[src/rtl/pacman_pkg.sv]
// Shared types and default scoring constants for the pellet/score logic.
package pacman_pkg;

  typedef logic [3:0] bcd_digit_t;

  localparam int PELLET_PTS_DEF = 10;
  localparam int POWER_PTS_DEF  = 50;

  typedef enum logic {RUN, CLEAR} state_t;

endpackage

[src/rtl/bcd_score_adder.sv]
// Adds a 2-digit BCD constant into a multi-digit BCD score; saturate flags
// a decimal carry out of the top digit.
module bcd_score_adder
  import pacman_pkg::*;
#(
  parameter int DIGITS = 5
) (
  input  logic [4*DIGITS-1:0] score_in,
  input  logic [7:0]          pts,
  output logic [4*DIGITS-1:0] sum,
  output logic                saturate
);

  always_comb begin
    logic       carry;
    logic [4:0] t;
    bcd_digit_t addend;
    carry = 1'b0;
    sum   = '0;
    for (int i = 0; i < DIGITS; i++) begin
      addend = (i == 0) ? pts[3:0] : (i == 1) ? pts[7:4] : 4'd0;
      t = {1'b0, score_in[4*i +: 4]} + {1'b0, addend} + {4'd0, carry};
      if (t > 5'd9) begin
        t     = t - 5'd10;
        carry = 1'b1;
      end else begin
        carry = 1'b0;
      end
      sum[4*i +: 4] = t[3:0];
    end
    saturate = carry;
  end

endmodule

[src/rtl/pellet_score_tracker.sv]
// Turns first rising edges of per-pellet collision flags into one scoring event per clock.
// Optional frightened-mode timer enabled by defining POWER_PELLET_EN.
module pellet_score_tracker
  import pacman_pkg::*;
#(
  parameter int           N_PELLETS    = 64,
  parameter int           SCORE_DIGITS = 5,
  parameter int           PELLET_PTS   = PELLET_PTS_DEF,
  parameter int           POWER_PTS    = POWER_PTS_DEF,
  parameter logic [255:0] POWER_MASK   = 256'h8001,
  parameter int           POWER_FRAMES = 360,
  localparam int CNT_W = $clog2(N_PELLETS + 1),
  localparam int IDX_W = (N_PELLETS > 1) ? $clog2(N_PELLETS) : 1,
  localparam int SW    = 4 * SCORE_DIGITS
) (
  input  logic                 Clk,
  input  logic                 Reset,
  input  logic [N_PELLETS-1:0] collided,
  input  logic                 frame_tick,
  output logic [SW-1:0]        score,
  output logic [CNT_W-1:0]     pellets_left,
  output logic                 eat_pulse,
  output logic [IDX_W-1:0]     eat_idx,
  output logic                 level_clear,
  output logic                 power_active
);

  function automatic logic [IDX_W-1:0] lowest_set(input logic [N_PELLETS-1:0] v);
    lowest_set = '0;
    for (int i = N_PELLETS - 1; i >= 0; i--)
      if (v[i]) lowest_set = IDX_W'(i);
  endfunction

  function automatic logic [SW-1:0] sat_score();
    sat_score = '0;
    for (int i = 1; i < SCORE_DIGITS; i++) sat_score[4*i +: 4] = 4'd9;
  endfunction

  function automatic logic [7:0] to_bcd(input int pts);
    to_bcd = {4'(pts / 10), 4'(pts % 10)};
  endfunction

  state_t               state_q, state_d;
  logic [N_PELLETS-1:0] collided_q, pending, eaten;
  logic [N_PELLETS-1:0] edges, award_mask;
  logic                 award;
  logic [IDX_W-1:0]     award_idx;
  logic [7:0]           award_pts;
  logic [SW-1:0]        sum;
  logic                 saturate;
  logic                 is_power;

  always_comb begin
    state_d    = state_q;
    award      = 1'b0;
    award_idx  = lowest_set(pending);
    award_mask = '0;
    edges      = '0;
    is_power   = 1'b0;
    award_pts  = to_bcd(PELLET_PTS);
    if (state_q == RUN) begin
      edges = collided & ~collided_q & ~eaten;
      if (pending != '0) begin
        award                 = 1'b1;
        award_mask[award_idx] = 1'b1;
        if (pellets_left == CNT_W'(1)) state_d = CLEAR;
      end
    end
`ifdef POWER_PELLET_EN
    is_power = award && POWER_MASK[award_idx];
    if (is_power) award_pts = to_bcd(POWER_PTS);
`endif
  end

  bcd_score_adder #(.DIGITS(SCORE_DIGITS)) u_adder (
    .score_in (score),
    .pts      (award_pts),
    .sum      (sum),
    .saturate (saturate)
  );

  always_ff @(posedge Clk or posedge Reset) begin
    if (Reset) state_q <= RUN;
    else       state_q <= state_d;
  end

  // Stage 1: edge capture into pending; stage 2: award lowest pending index
  always_ff @(posedge Clk or posedge Reset) begin
    if (Reset) begin
      collided_q   <= '0;
      pending      <= '0;
      eaten        <= '0;
      score        <= '0;
      pellets_left <= CNT_W'(N_PELLETS);
      eat_pulse    <= 1'b0;
      eat_idx      <= '0;
    end else begin
      collided_q <= collided;
      pending    <= (pending | edges) & ~award_mask;
      eaten      <= eaten | award_mask;
      eat_pulse  <= award;
      if (award) begin
        eat_idx      <= award_idx;
        score        <= saturate ? sat_score() : sum;
        pellets_left <= pellets_left - CNT_W'(1);
      end
    end
  end

  assign level_clear = (state_q == CLEAR);

`ifdef POWER_PELLET_EN
  localparam int TMR_W = $clog2(POWER_FRAMES + 1);
  logic [TMR_W-1:0] frames_left;

  // A reload from a new power pellet takes priority over a coincident tick
  always_ff @(posedge Clk or posedge Reset) begin
    if (Reset)
      frames_left <= '0;
    else if (is_power)
      frames_left <= TMR_W'(POWER_FRAMES);
    else if (frame_tick && frames_left != '0)
      frames_left <= frames_left - TMR_W'(1);
  end

  assign power_active = (frames_left != '0);
`else
  logic unused_cfg;
  assign unused_cfg   = ^{frame_tick, is_power, POWER_MASK, POWER_PTS, POWER_FRAMES};
  assign power_active = 1'b0;
`endif

endmodule

[config.mk]
export PLATFORM = sky130hd
export DESIGN_NAME = pellet_score_tracker
export DESIGN_NICKNAME = d
export VERILOG_FILES = /design/src/rtl/pacman_pkg.sv /design/src/rtl/bcd_score_adder.sv /design/src/rtl/pellet_score_tracker.sv
export SDC_FILE = /design/constraint.sdc
export NUM_CORES = 1
export LEC_CHECK = 0
export CAP_MARGIN = 20
export CELL_PAD_IN_SITES_DETAIL_PLACEMENT = 0
export CELL_PAD_IN_SITES_GLOBAL_PLACEMENT = 1
export CORE_ASPECT_RATIO = 1.5
export CORE_MARGIN = 1.5
export CORE_UTILIZATION = 54
export CTS_CLUSTER_DIAMETER = 30
export DETAILED_ROUTE_END_ITERATION = 12
export DONT_BUFFER_PORTS = 1
export HOLD_SLACK_MARGIN = 0.06
export PLACE_DENSITY_LB_ADDON = 0.3
export SKIP_LAST_GASP = 1
export SLEW_MARGIN = 10
export SYNTH_ARGS = -nofsm -noshare
export SYNTH_HDL_FRONTEND = slang
export SYNTH_HIERARCHICAL = 1
export SYNTH_SLANG_ARGS = --single-unit
export TNS_END_PERCENT = 20
[constraint.sdc]
create_clock -name Clk -period 17.4 [get_ports Clk]
set_clock_uncertainty 0.15 [all_clocks]
set_input_delay 1.74 -clock Clk [delete_from_list [all_inputs] [get_ports Clk]]
set_output_delay 1.74 -clock Clk [all_outputs]
set_load 0.03 [all_outputs]
==> flow_summary.ini <==
[clocking]
cts_setup_buffers = 0
clkSlewWorstSetupHoldPaths_ps = 50
cts_sinks = 227
worstSkewPairLatency_ps = 500
htreeDepth = 2
postCtsHoldBufs = 0
cts_tree = built
cts_buffers = 36
ctsResizeCount = 0
cts-root-buf = clkbuf_16
clk_path_buf_depth = 3

[layout]
drive_above_1_share_pct = 10.92
final_cell_count_no_fill = 1250
final_cell_mix = dfrtp_1 (226), nor2_1 (106), a31oi_1 (78), nand2_1 (72), a21oi_1 (72)
fin_nets = 1063
mostFrequentLayoutCell = dfrtp_1
area_growth_pct = 14.73
antenna_cells = 0

[setup_path]
crit_type = flip-flop to flip-flop
crit_path_start_kind = flip-flop
worstSetupEndpointType = flip-flop
cp_top_family = adder cells
cpPeakStageDelay_ps = 570
r2r_slack_ps = 8060
reg2reg_to = score[2]$_DFFE_PP0P_
reg2reg_from = score[1]$_DFFE_PP0P_
cp_data_required_time_ps = 17630
path_max_fanout = 12
worst-r2r-cell-count = 37
critical_path_buf_inv_count = 6
cpMaxStageDelayCell = fa_1
cp.arrival_ps = 9570
cp.depth = 37
startpoint = score[1]$_DFFE_PP0P_
crit_top_cell = ha_1

[worst_hold_path]
hold_depth = 1
hp-start = eaten[10]$_DFF_PP0_
worstHoldPathType = flip-flop to flip-flop
worstHoldEndpoint = eaten[10]$_DFF_PP0_

[place]
numPortBuffers = 0
gp_congestion = 0.8512
dp_cells = 1183
hpwl_microns = 16280

[floorplanning]
rows = 61
die-area_sq_mm = 0.01958
core-area_sq_mm = 0.01847
initial_core_util_pct = 54.76
die_y_microns = 170.6
fp.dieW_microns = 114.7
io_pins = 103

[sta]
tightest_slew_ps = 986.0
slew_headroom_pct = 34.27
drv_slew = 0
rsz0062_at_grt = false
setup_viol = 0
finalHoldViolCount = 0
fin_tns_setup_ps = 0
period_needed_ps = 9343
fmax_mhz = 107.0
period_share_pct = 53.70

[global_route]
first_global_vias = 7518
antenna_found_initial = 0
grt_remaining_overflow = 0
grt_max_degree = 148
track_usage_pct = 25.66
grt_pass1_wl_microns = 39100

[detailed_routing]
firstDrtPassIters = 5
avgRoutedWirePerCell_microns = 19.56
drc_errors = 0
drt-vias-per-instance = 5.956
postRouteAntennaNets = 0
drtIter0Drc = 436
wl_microns = 24450
vias = 7445

[synth]
synth_fa_ha_area_share_pct = 3.439
synthXorXnorAreaFrac_pct = 1.559
ys_async_sr_fraction_pct = 100.0
synth-seq-area-share_pct = 56.18
synth.mux.area_fraction_pct = 0.5072
synth_warnings = 6
synth_edf_count = 0
yosys_register_bits = 227
ys_types = 81
synthSimpleGateAreaFrac_pct = 14.54
synth_top_family_by_area = compound AO/OA/AOI/OAI gates
synth_compound_area_share_pct = 20.10
syn_area_sq_mm = 0.01011
synth_cells = 953
synth-main-ff-cell = dfrtp_1
syn_avg_cell_area_sq_um = 10.61

[power]
p_per_area_mw_per_mm2 = 205.3
leakage_nw = 5.263
vdd_drop_max_mv = 0.1050

[flow_run]
cap_viol_max_count = 0

[status]
status = finished, final reports clean
[state kept, by name (all words and copies together) (netlist names)]
name          count
eaten            64
pending          64
level_clear       1
collided_q       64
eat_pulse         1
pellets_left      7
score            20
eat_idx           6
[worst max path at each step]
| stage | slack (ps) | to |
|---|---|---|
| floorplan | 9270 | score[11]$_DFFE_PP0P_ |
| global placement | 8120 | score[2]$_DFFE_PP0P_ |
| detailed placement | 8030 | score[2]$_DFFE_PP0P_ |
| CTS | 8020 | score[2]$_DFFE_PP0P_ |
| global route | 7430 | score[0]$_DFFE_PP0P_ |
| finish | 8060 | score[2]$_DFFE_PP0P_ |
[cell type report]
| class | instances | area [sq um] |
|---|---|---|
| fill | 1541 | 6867 |
| sequential | 227 | 5682 |
| clock inverter | 23 | 274.0 |
| inverter | 38 | 150.1 |
| timing repair buffer | 9 | 87.58 |
| tap | 252 | 315.3 |
| multi-input combinational | 658 | 4106 |
| clock buffer | 43 | 988.4 |
[where the power goes]
group          internal [W]  switching, W
clock              0.000473      0.000262
sequential         0.000611      0.000164
combinational      0.000323      0.000549
total               0.00141      0.000975
[worst register-to-register path: cells and delay by family (launching register included)]
| kind | cells | cell delay [ps] |
|---|---|---|
| AO/OA/AOI/OAI | 9 | 2260 |
| flip-flops | 1 | 560 |
| buffers and inverters | 6 | 760 |
| XOR/XNOR | 3 | 720 |
| AND/OR/NAND/NOR | 5 | 690 |
| adder cells (fa/ha/maj) | 14 | 4090 |
[cell usage after synthesis, drive strengths merged, types with 4 or more instances]
cell    count  area (sq um)
dfrtp     226          5655
nor2      106         397.9
a31oi      78         488.0
a21oi      75         394.1
nand2      72         270.3
a21o       57         427.9
inv        37         138.9
nor3       25         147.6
ha         23         287.8
o21ai      22         117.6
nor4       21         143.9
buf        20         150.1
clkbuf     19         71.32
nand3      15         87.59
nand3b     13         97.59
xnor2      13         113.9
a31o       12         105.1
nor2b      10         62.56
o31ai       7         62.56
nand4       6         37.54
nand2b      5         31.28
or2         5         31.28
xor2        5         43.79
and2        4         25.02
and3        4         25.02
mux2i       4         40.04
o21a        4         30.03
[cells by family after synthesis]
| family | Yosys count |
|---|---|
| compound gates | 299 |
| simple gates | 299 |
| flops | 227 |
| buf+inv | 77 |
| fa+ha+maj | 26 |
| xor+xnor | 18 |
| mux | 5 |
| other cells | 2 |
[through the flow]
stage | power, W | setup slack, ps | cell area, sq um | hold slack (ps) | util [%]
2_1_floorplan | 0.001448 | 9275 | 10150 | 278.4 | -
3_3_place_gp | 0.001637 | 8118 | 10310 | 288.0 | 55.84
3_5_place_dp | 0.001652 | 8031 | 10310 | 294.8 | 55.84
4_1_cts | 0.002393 | 8025 | 11580 | 305.8 | 62.67
5_1_grt | 0.002531 | 7433 | 11600 | 315.5 | 62.82
6_report | 0.002382 | 8057 | 11600 | 301.1 | 62.82
[per-layer routing]
metal  track usage (%)  up-vias  wire length, microns
li1                  -     3488                     -
met2             45.82      194                 12720
met5                 0        -                     0
met1             30.84     3717                  9760
met3             5.136       46                  1331
met4             8.696        0                   632
(Power assumes the default switching activity.)
